==> src/rtl/alu_share_ctrl_pkg.sv <==
// alu_share_ctrl_pkg: opcodes and FSM state encoding shared by the ALU sharing controller
package alu_share_ctrl_pkg;
  localparam logic [1:0] OP_AND = 2'b00;
  localparam logic [1:0] OP_OR  = 2'b01;
  localparam logic [1:0] OP_ADD = 2'b10;
  localparam logic [1:0] OP_SUB = 2'b11;
  typedef enum logic [1:0] {IDLE = 2'd0, EXEC = 2'd1, DONE = 2'd2} state_t;
endpackage

==> src/rtl/alu_flag_core.sv <==
// alu_flag_core: combinational AND/OR/ADD/SUB unit with carry/borrow and zero flags
module alu_flag_core
  import alu_share_ctrl_pkg::*;
#(
  parameter int WIDTH = 2
) (
  input  logic [WIDTH-1:0] a,
  input  logic [WIDTH-1:0] b,
  input  logic [1:0]       op,
  output logic [WIDTH-1:0] y,
  output logic             flag,
  output logic             zero
);
  logic [WIDTH:0] sum;
  logic [WIDTH:0] diff;
  always_comb begin
    sum  = {1'b0, a} + {1'b0, b};
    // the extra bit of the widened difference is the borrow, i.e. a < b
    diff = {1'b0, a} - {1'b0, b};
    y    = op == OP_AND ? a & b : op == OP_OR ? a | b : op == OP_ADD ? sum[WIDTH-1:0] : diff[WIDTH-1:0];
    flag = op == OP_ADD ? sum[WIDTH] : op == OP_SUB ? diff[WIDTH] : 1'b0;
    zero = y == '0;
  end
endmodule

==> src/rtl/alu_share_ctrl.sv <==
// alu_share_ctrl: round-robin sharing of one ALU between two requesters,
// with a registered result returned over a valid/ready handshake.
module alu_share_ctrl
  import alu_share_ctrl_pkg::*;
#(
  parameter int WIDTH = 2
) (
  input  logic             clk,
  input  logic             rst,
  input  logic             req0_valid,
  input  logic [WIDTH-1:0] req0_a,
  input  logic [WIDTH-1:0] req0_b,
  input  logic [1:0]       req0_op,
  output logic             req0_ready,
  input  logic             req1_valid,
  input  logic [WIDTH-1:0] req1_a,
  input  logic [WIDTH-1:0] req1_b,
  input  logic [1:0]       req1_op,
  output logic             req1_ready,
  output logic             res_valid,
  input  logic             res_ready,
  output logic [WIDTH-1:0] res_data,
  output logic             res_id,
  output logic             res_flag,
  output logic             res_zero,
  output logic             busy
);
  state_t           state;
  logic             last_grant;
  logic             grant;
  logic             any_valid;
  logic [WIDTH-1:0] cap_a;
  logic [WIDTH-1:0] cap_b;
  logic [1:0]       cap_op;
  logic             cap_id;
  logic [WIDTH-1:0] alu_y;
  logic             alu_flag;
  logic             alu_zero;
  always_comb begin
    any_valid = req0_valid | req1_valid;
    grant     = (req0_valid & req1_valid) ? ~last_grant : req1_valid;
  end
  assign req0_ready = !rst && state == IDLE && any_valid && !grant;
  assign req1_ready = !rst && state == IDLE && any_valid && grant;
  assign res_valid  = state == DONE;
  assign busy       = state != IDLE;
  alu_flag_core #(.WIDTH(WIDTH)) u_alu (
    .a    (cap_a),
    .b    (cap_b),
    .op   (cap_op),
    .y    (alu_y),
    .flag (alu_flag),
    .zero (alu_zero)
  );
  always_ff @(posedge clk or posedge rst) begin
    if (rst) begin
      state      <= IDLE;
      last_grant <= 1'b1;
      cap_a      <= '0;
      cap_b      <= '0;
      cap_op     <= '0;
      cap_id     <= 1'b0;
      res_data   <= '0;
      res_id     <= 1'b0;
      res_flag   <= 1'b0;
      res_zero   <= 1'b0;
    end else begin
      case (state)
        IDLE: if (any_valid) begin
          cap_a      <= grant ? req1_a : req0_a;
          cap_b      <= grant ? req1_b : req0_b;
          cap_op     <= grant ? req1_op : req0_op;
          cap_id     <= grant;
          last_grant <= grant;
          state      <= EXEC;
        end
        EXEC: begin
          res_data <= alu_y;
          res_flag <= alu_flag;
          res_zero <= alu_zero;
          res_id   <= cap_id;
          state    <= DONE;
        end
        DONE: if (res_ready) state <= IDLE;
        default: state <= IDLE;
      endcase
    end
  end
endmodule

==> config.mk <==
export PLATFORM = sky130hd
export DESIGN_NAME = alu_share_ctrl
export DESIGN_NICKNAME = d
export VERILOG_FILES = /design/src/rtl/alu_share_ctrl_pkg.sv /design/src/rtl/alu_flag_core.sv /design/src/rtl/alu_share_ctrl.sv
export SDC_FILE = /design/constraint.sdc
export NUM_CORES = 1
export LEC_CHECK = 0
export CORE_MARGIN = 2
export CORE_UTILIZATION = 49
export DETAILED_ROUTE_END_ITERATION = 12
export HOLD_SLACK_MARGIN = 0.05
export PLACE_DENSITY = 0.82
export RECOVER_POWER = 50
export SETUP_SLACK_MARGIN = 0.3
export SLEW_MARGIN = 20
export SYNTH_ARGS = -nofsm -noshare
export SYNTH_HDL_FRONTEND = slang
export SYNTH_HIERARCHICAL = 1
export SYNTH_SLANG_ARGS = --single-unit
==> constraint.sdc <==
create_clock -name clk -period 4.4 [get_ports clk]
set_input_delay 1.1 -clock clk [delete_from_list [all_inputs] [get_ports clk]]
set_output_delay 1.1 -clock clk [all_outputs]
set_load 0.02 [all_outputs]
## Word-level counts from Yosys, hierarchy flattened

Index checks and enable logic that the tools add are counted.

| storage, ports and cells | value |
|---|---|
| register bits after elaboration | 15 |
| input port bits | 17 |
| logic and storage cells | 48 |

| operators by class | value |
|---|---|
| add/sub/neg operators | 2 |
| equal/unequal tests | 7 |
| mux-type cells | 12 |
| bitwise operators | 5 |
| reductions and logical operators | 12 |

Operators with widths:

| cell | count |
|---|---|
| 2-bit 2-to-1 mux | 8 |
| 2-bit equality test (second input constant) | 3 |
| 2-bit logical NOT | 3 |
| 2-bit one-hot mux with 3 select lines | 1 |
| 2-bit by 1-bit equality test with 1-bit output (second input constant) | 2 |
| 1-bit logical AND | 4 |
| 2-bit AND reduction | 2 |
| 2-bit by 2-bit adder with 3-bit output | 1 |
| 1-bit 2-to-1 mux | 3 |
| 2-bit by 2-bit subtractor with 3-bit output | 1 |
| 2-bit bitwise AND | 1 |
| 1-bit logical NOT | 2 |
| 2-bit by 1-bit inequality test with 1-bit output (second input constant) | 1 |
| 2-bit inequality test (second input constant) | 1 |
| 2-bit OR | 1 |
| 2-bit nonzero test | 1 |
| 1-bit bitwise AND | 1 |
| 1-bit inverter | 1 |
| 1-bit OR | 1 |

## Longest topological paths before layout

| logic depth | value |
|---|---|
| depth in word-level cells | 5 |
| gate-level depth with buffers | 7 |
| depth with buffers taken out | 7 |

## Cells and area by module

Netlist, hierarchy kept.

By module, submodules not included:

| module | instances | cells each | area an instance (um^2) |
|---|---|---|---|
| alu_share_ctrl | 1 | 64 | 694.4 |
| alu_flag_core | 1 | 23 | 209.0 |

## Worst setup path after synthesis

Ideal clock, no wire load.

| path | value |
|---|---|
| path type | input -> output |
| start point | input req0_valid |
| end point | output req1_ready |
| arrival time | 1.614 ns |
| data required time | 3.300 ns |
| setup slack | 1.686 ns |
| stages | 3 |
| path buffers | 0 |
| cells stage by stage | nand2_1 nand3_2 nor2_1 |

| between the ends | value |
|---|---|
| longest elaborated chain between the ends | 3 |
| elaborated cells on any way between the ends | 5 |
| classes of those cells | 1 x mux; 2 x bitwise; 2 x reduce/logical |

RTL lines:

| item | line | text |
|---|---|---|
| start: declaration | alu_share_ctrl.sv:10 | `input logic req0_valid,` |
| 1-bit bitwise AND / 1-bit OR (equally long branches) | alu_share_ctrl.sv:41, alu_share_ctrl.sv:40 |  |
| 1-bit 2-to-1 mux / 1-bit logical AND (equally long branches) | alu_share_ctrl.sv:41, alu_share_ctrl.sv:44 |  |
| 1-bit logical AND (*) | alu_share_ctrl.sv:44 | `assign req1_ready = !rst && state == IDLE && any_valid && grant;` |
| end: declaration | alu_share_ctrl.sv:19 | `output logic req1_ready,` |

Every way passes the cells marked *; elsewhere a longest branch is shown, timed or not.

## Worst setup path after layout

Ends and elaborated chain as after synthesis.

==> results.cfg <==
[outcome]
status = complete, no violations

[layout]
final_nets = 140
fillers = 148
n_antenna_cell = 0
areaGrowthSynthToFinish_pct = 31.6
fin_area_um2 = 1190
drive_above_1_share_pct = 12.2

[detailed_routing]
vias_per_cell = 4.85
drtAntennaViolNets = 0
drt-total-wl_mm = 1.61
vias = 679
route.detailed.drc = 0
first_pass_iters = 2
drt_iter0_markers = 2
wl_per_cell_um = 11.5

[worst_setup_path]
startpoint_type = primary input
cp_data_arrival_time_ns = 2.59
worstPathMaxFanout = 9
criticalPathCategory = primary input to primary output
end_kind = primary output
cp.required_ns = 3.30

[sta]
rsz0062_at_grt = no
timing.final.crit_period_ns = 3.69
final_min_period_over_clock_period_pct = 83.9
setup_viol_count_final = 0
maxSlewHeadroom_pct = 61.9
timing.final.hold_violations = 0
max_freq_mhz = 271
timing.setup.tns_ns = 0
worstMarginPinSlew_ns = 0.571
slew_violations = 0
fin_ws_ns = 0.709
fin_skew_ns = 0.00279

[global_route]
grt_usage_pct = 17.4
grt_pass1_vias = 687
grt_overflow = 0
grt_pass1_wl_mm = 2.62
grt_max_degree = 16
antenna_found_initial = 0

[synthesis]
synth-seq-cells = 15
yosysSeqAreaShare_pct = 41.7
syn-num-nets = 111
synth_cell_types = 22
yosysTopAreaCell = dfrtp_1
synth.avg_cell_area_um2 = 10.4
yosys-top-cells-area = dfrtp_1 (39%), inv_1 (9.1%), mux2_4 (8.3%)
synthCells = 87
synth_area_um2 = 903
ys_warn_count = 6
synth_top_area_share_pct = 38.8

[floorplan]
design.die.area_um2 = 2200
core_um2 = 1730
start_util_pct = 52.3
io-pin-count = 26
dieHeight_um = 46.9
rows = 15
fp.dieW_um = 46.9

[clock_tree]
cts_tree = built
h-tree-depth = 1
cts_made_buffers = 3
cts-resized-gates = 0
cts_root_buf = clkbuf_4
cts_hold_buffers = 0
cts_setup_buffers = 0
clkTransAtPathRegs_ns = 0.08
clock-sinks = 15
clk_path_buf_depth = 2
clk_latency_ns = 0.28

[power]
p_leak_nw = 0.576
pwr_density_cell_nw_per_um2 = 633
vdd_drop_max_uv = 309

[place]
dp_hpwl_mm = 1.26
io_buffers = 25
place_ws_ns = 0.721
post_dp_cell_area_um2 = 1170
globalplace.congestion = 0.742

[min_path]
hold_class = register to register

[job]
drv_cap = 0
-- layout make-up --
| class | count | area (µm²) | share of cell area, % |
|---|---|---|---|
| multi-input combinational | 48 | 418 | 35.2 |
| clock buffer | 4 | 26.3 | 2.21 |
| sequential | 15 | 377 | 31.7 |
| timing repair buffer | 25 | 250 | 21.1 |
| inverter | 23 | 86.3 | 7.26 |
| tap | 25 | 31.3 | 2.63 |
-- sequential cells by signal, summed over array words and instances, names as in the netlist --
signal / count
cap_id: 1
state: 2
last_grant: 1
res_flag: 1
cap_op: 2
res_zero: 1
cap_b: 2
res_id: 1
res_data: 2
cap_a: 2
-- kinds of logic (layout without fill, tap and decap cells) --
group / count (synthesis) / in the layout / share of synthesized area [%]
AOI/OAI and AO/OA: 16 / 16 / 11.9
adders and majority gates: 7 / 7 / 11.4
buffers and inverters: 24 / 52 / 10.8
DFF: 15 / 15 / 41.7
muxes: 7 / 7 / 11.9
and+or+nand+nor: 18 / 18 / 12.3
-- cell usage after synthesis --
library cell and number:
and2_2 1, buf_6 1, dfrtp_1 14, dfstp_2 1, fa_1 2, ha_1 5
inv_1 22, inv_2 1, mux2_4 5, mux2i_1 1, mux4_2 1, nand2_1 3
nand2b_1 2, nand3_2 2, nor2_1 4, nor2_2 1, nor2_4 1, nor2b_1 2
o21ai_0 9, o221ai_1 6, o31a_2 1, or2b_1 2
-- metrics by stage --
| step | utilization, % | hold slack, ns | power (mW) | instances |
|---|---|---|---|---|
| after detailed placement | 68.0 | 0.489 | 0.698 | 136 |
| after floorplan | - | 0.463 | 0.574 | 87 |
| after global placement | 68.0 | 0.480 | 0.682 | 136 |
| after CTS | 69.5 | 0.510 | 0.781 | 140 |
| final | 68.8 | 0.492 | 0.753 | 140 |
| after global routing | 68.8 | 0.518 | 0.831 | 140 |
-- worst paths after layout --
path,cells past startpoint,slack [ns],to,startpoint
min in group asynchronous,2,1.35,cap_a[0]$_DFFE_PP0P_,rst
max in group asynchronous,2,2.67,res_data[0]$_DFFE_PP0N_,rst
setup / recovery,5,0.71,req1_ready,req0_valid
hold / removal,1,0.49,res_id$_DFFE_PP0N_,cap_id$_DFFE_PP0P_
hold reg to reg,1,0.49,res_id$_DFFE_PP0N_,cap_id$_DFFE_PP0P_
setup reg to reg,6,2.42,res_data[1]$_DFFE_PP0N_,cap_a[0]$_DFFE_PP0P_
-- power by group --
| part | internal (mW) | switching, mW | total, mW |
|---|---|---|---|
| Combinational | 0.213 | 0.199 | 0.412 |
| Clock | 0.0352 | 0.0440 | 0.0792 |
| Sequential | 0.207 | 0.0543 | 0.261 |
-- cell usage in the layout, fill, tap and decap left out --
cell type        Yosys  final
mux4_2               1      1
dfrtp_1             14     14
fa_1                 2      2
o221ai_1             6      6
mux2i_1              1      1
or2b_1               2      2
and2_2               1      1
o31a_2               1      1
dfstp_2              1      1
inv_1               22     22
nor2_4               1      1
clkdlybuf4s50_1      0     23
ha_1                 5      5
nand2b_1             2      2
nor2_1               4      4
nand2_1              3      3
inv_2                1      1
dlygate4sd3_1        0      2
nor2_2               1      1
clkbuf_4             0      3
mux2_1               0      3
o21ai_0              9      9
mux2_4               5      2
clkbuf_1             0      1
nor2b_1              2      2
nand3_2              2      2
-- layer usage --
| metal | global-route usage, % | share of wire [%] | wire length (µm) | vias up |
|---|---|---|---|---|
| met5 | 0 | 0 | 0 | - |
| met4 | 10.0 | 2.1 | 34 | 0 |
| met3 | 4.62 | 6.8 | 109 | 4 |
| met2 | 31.2 | 47 | 764 | 26 |
| met1 | 18.0 | 44 | 701 | 312 |
| li1 | - | - | - | 337 |
-- worst max-delay path, stage by stage --
cell and delay [ns]:
clkdlybuf4s50_1 0.45, nand2_1 0.11, nand3_2 0.17, nor2_1 0.14, clkdlybuf4s50_1 0.61
Note: power is estimated with default switching activity, not from simulation.
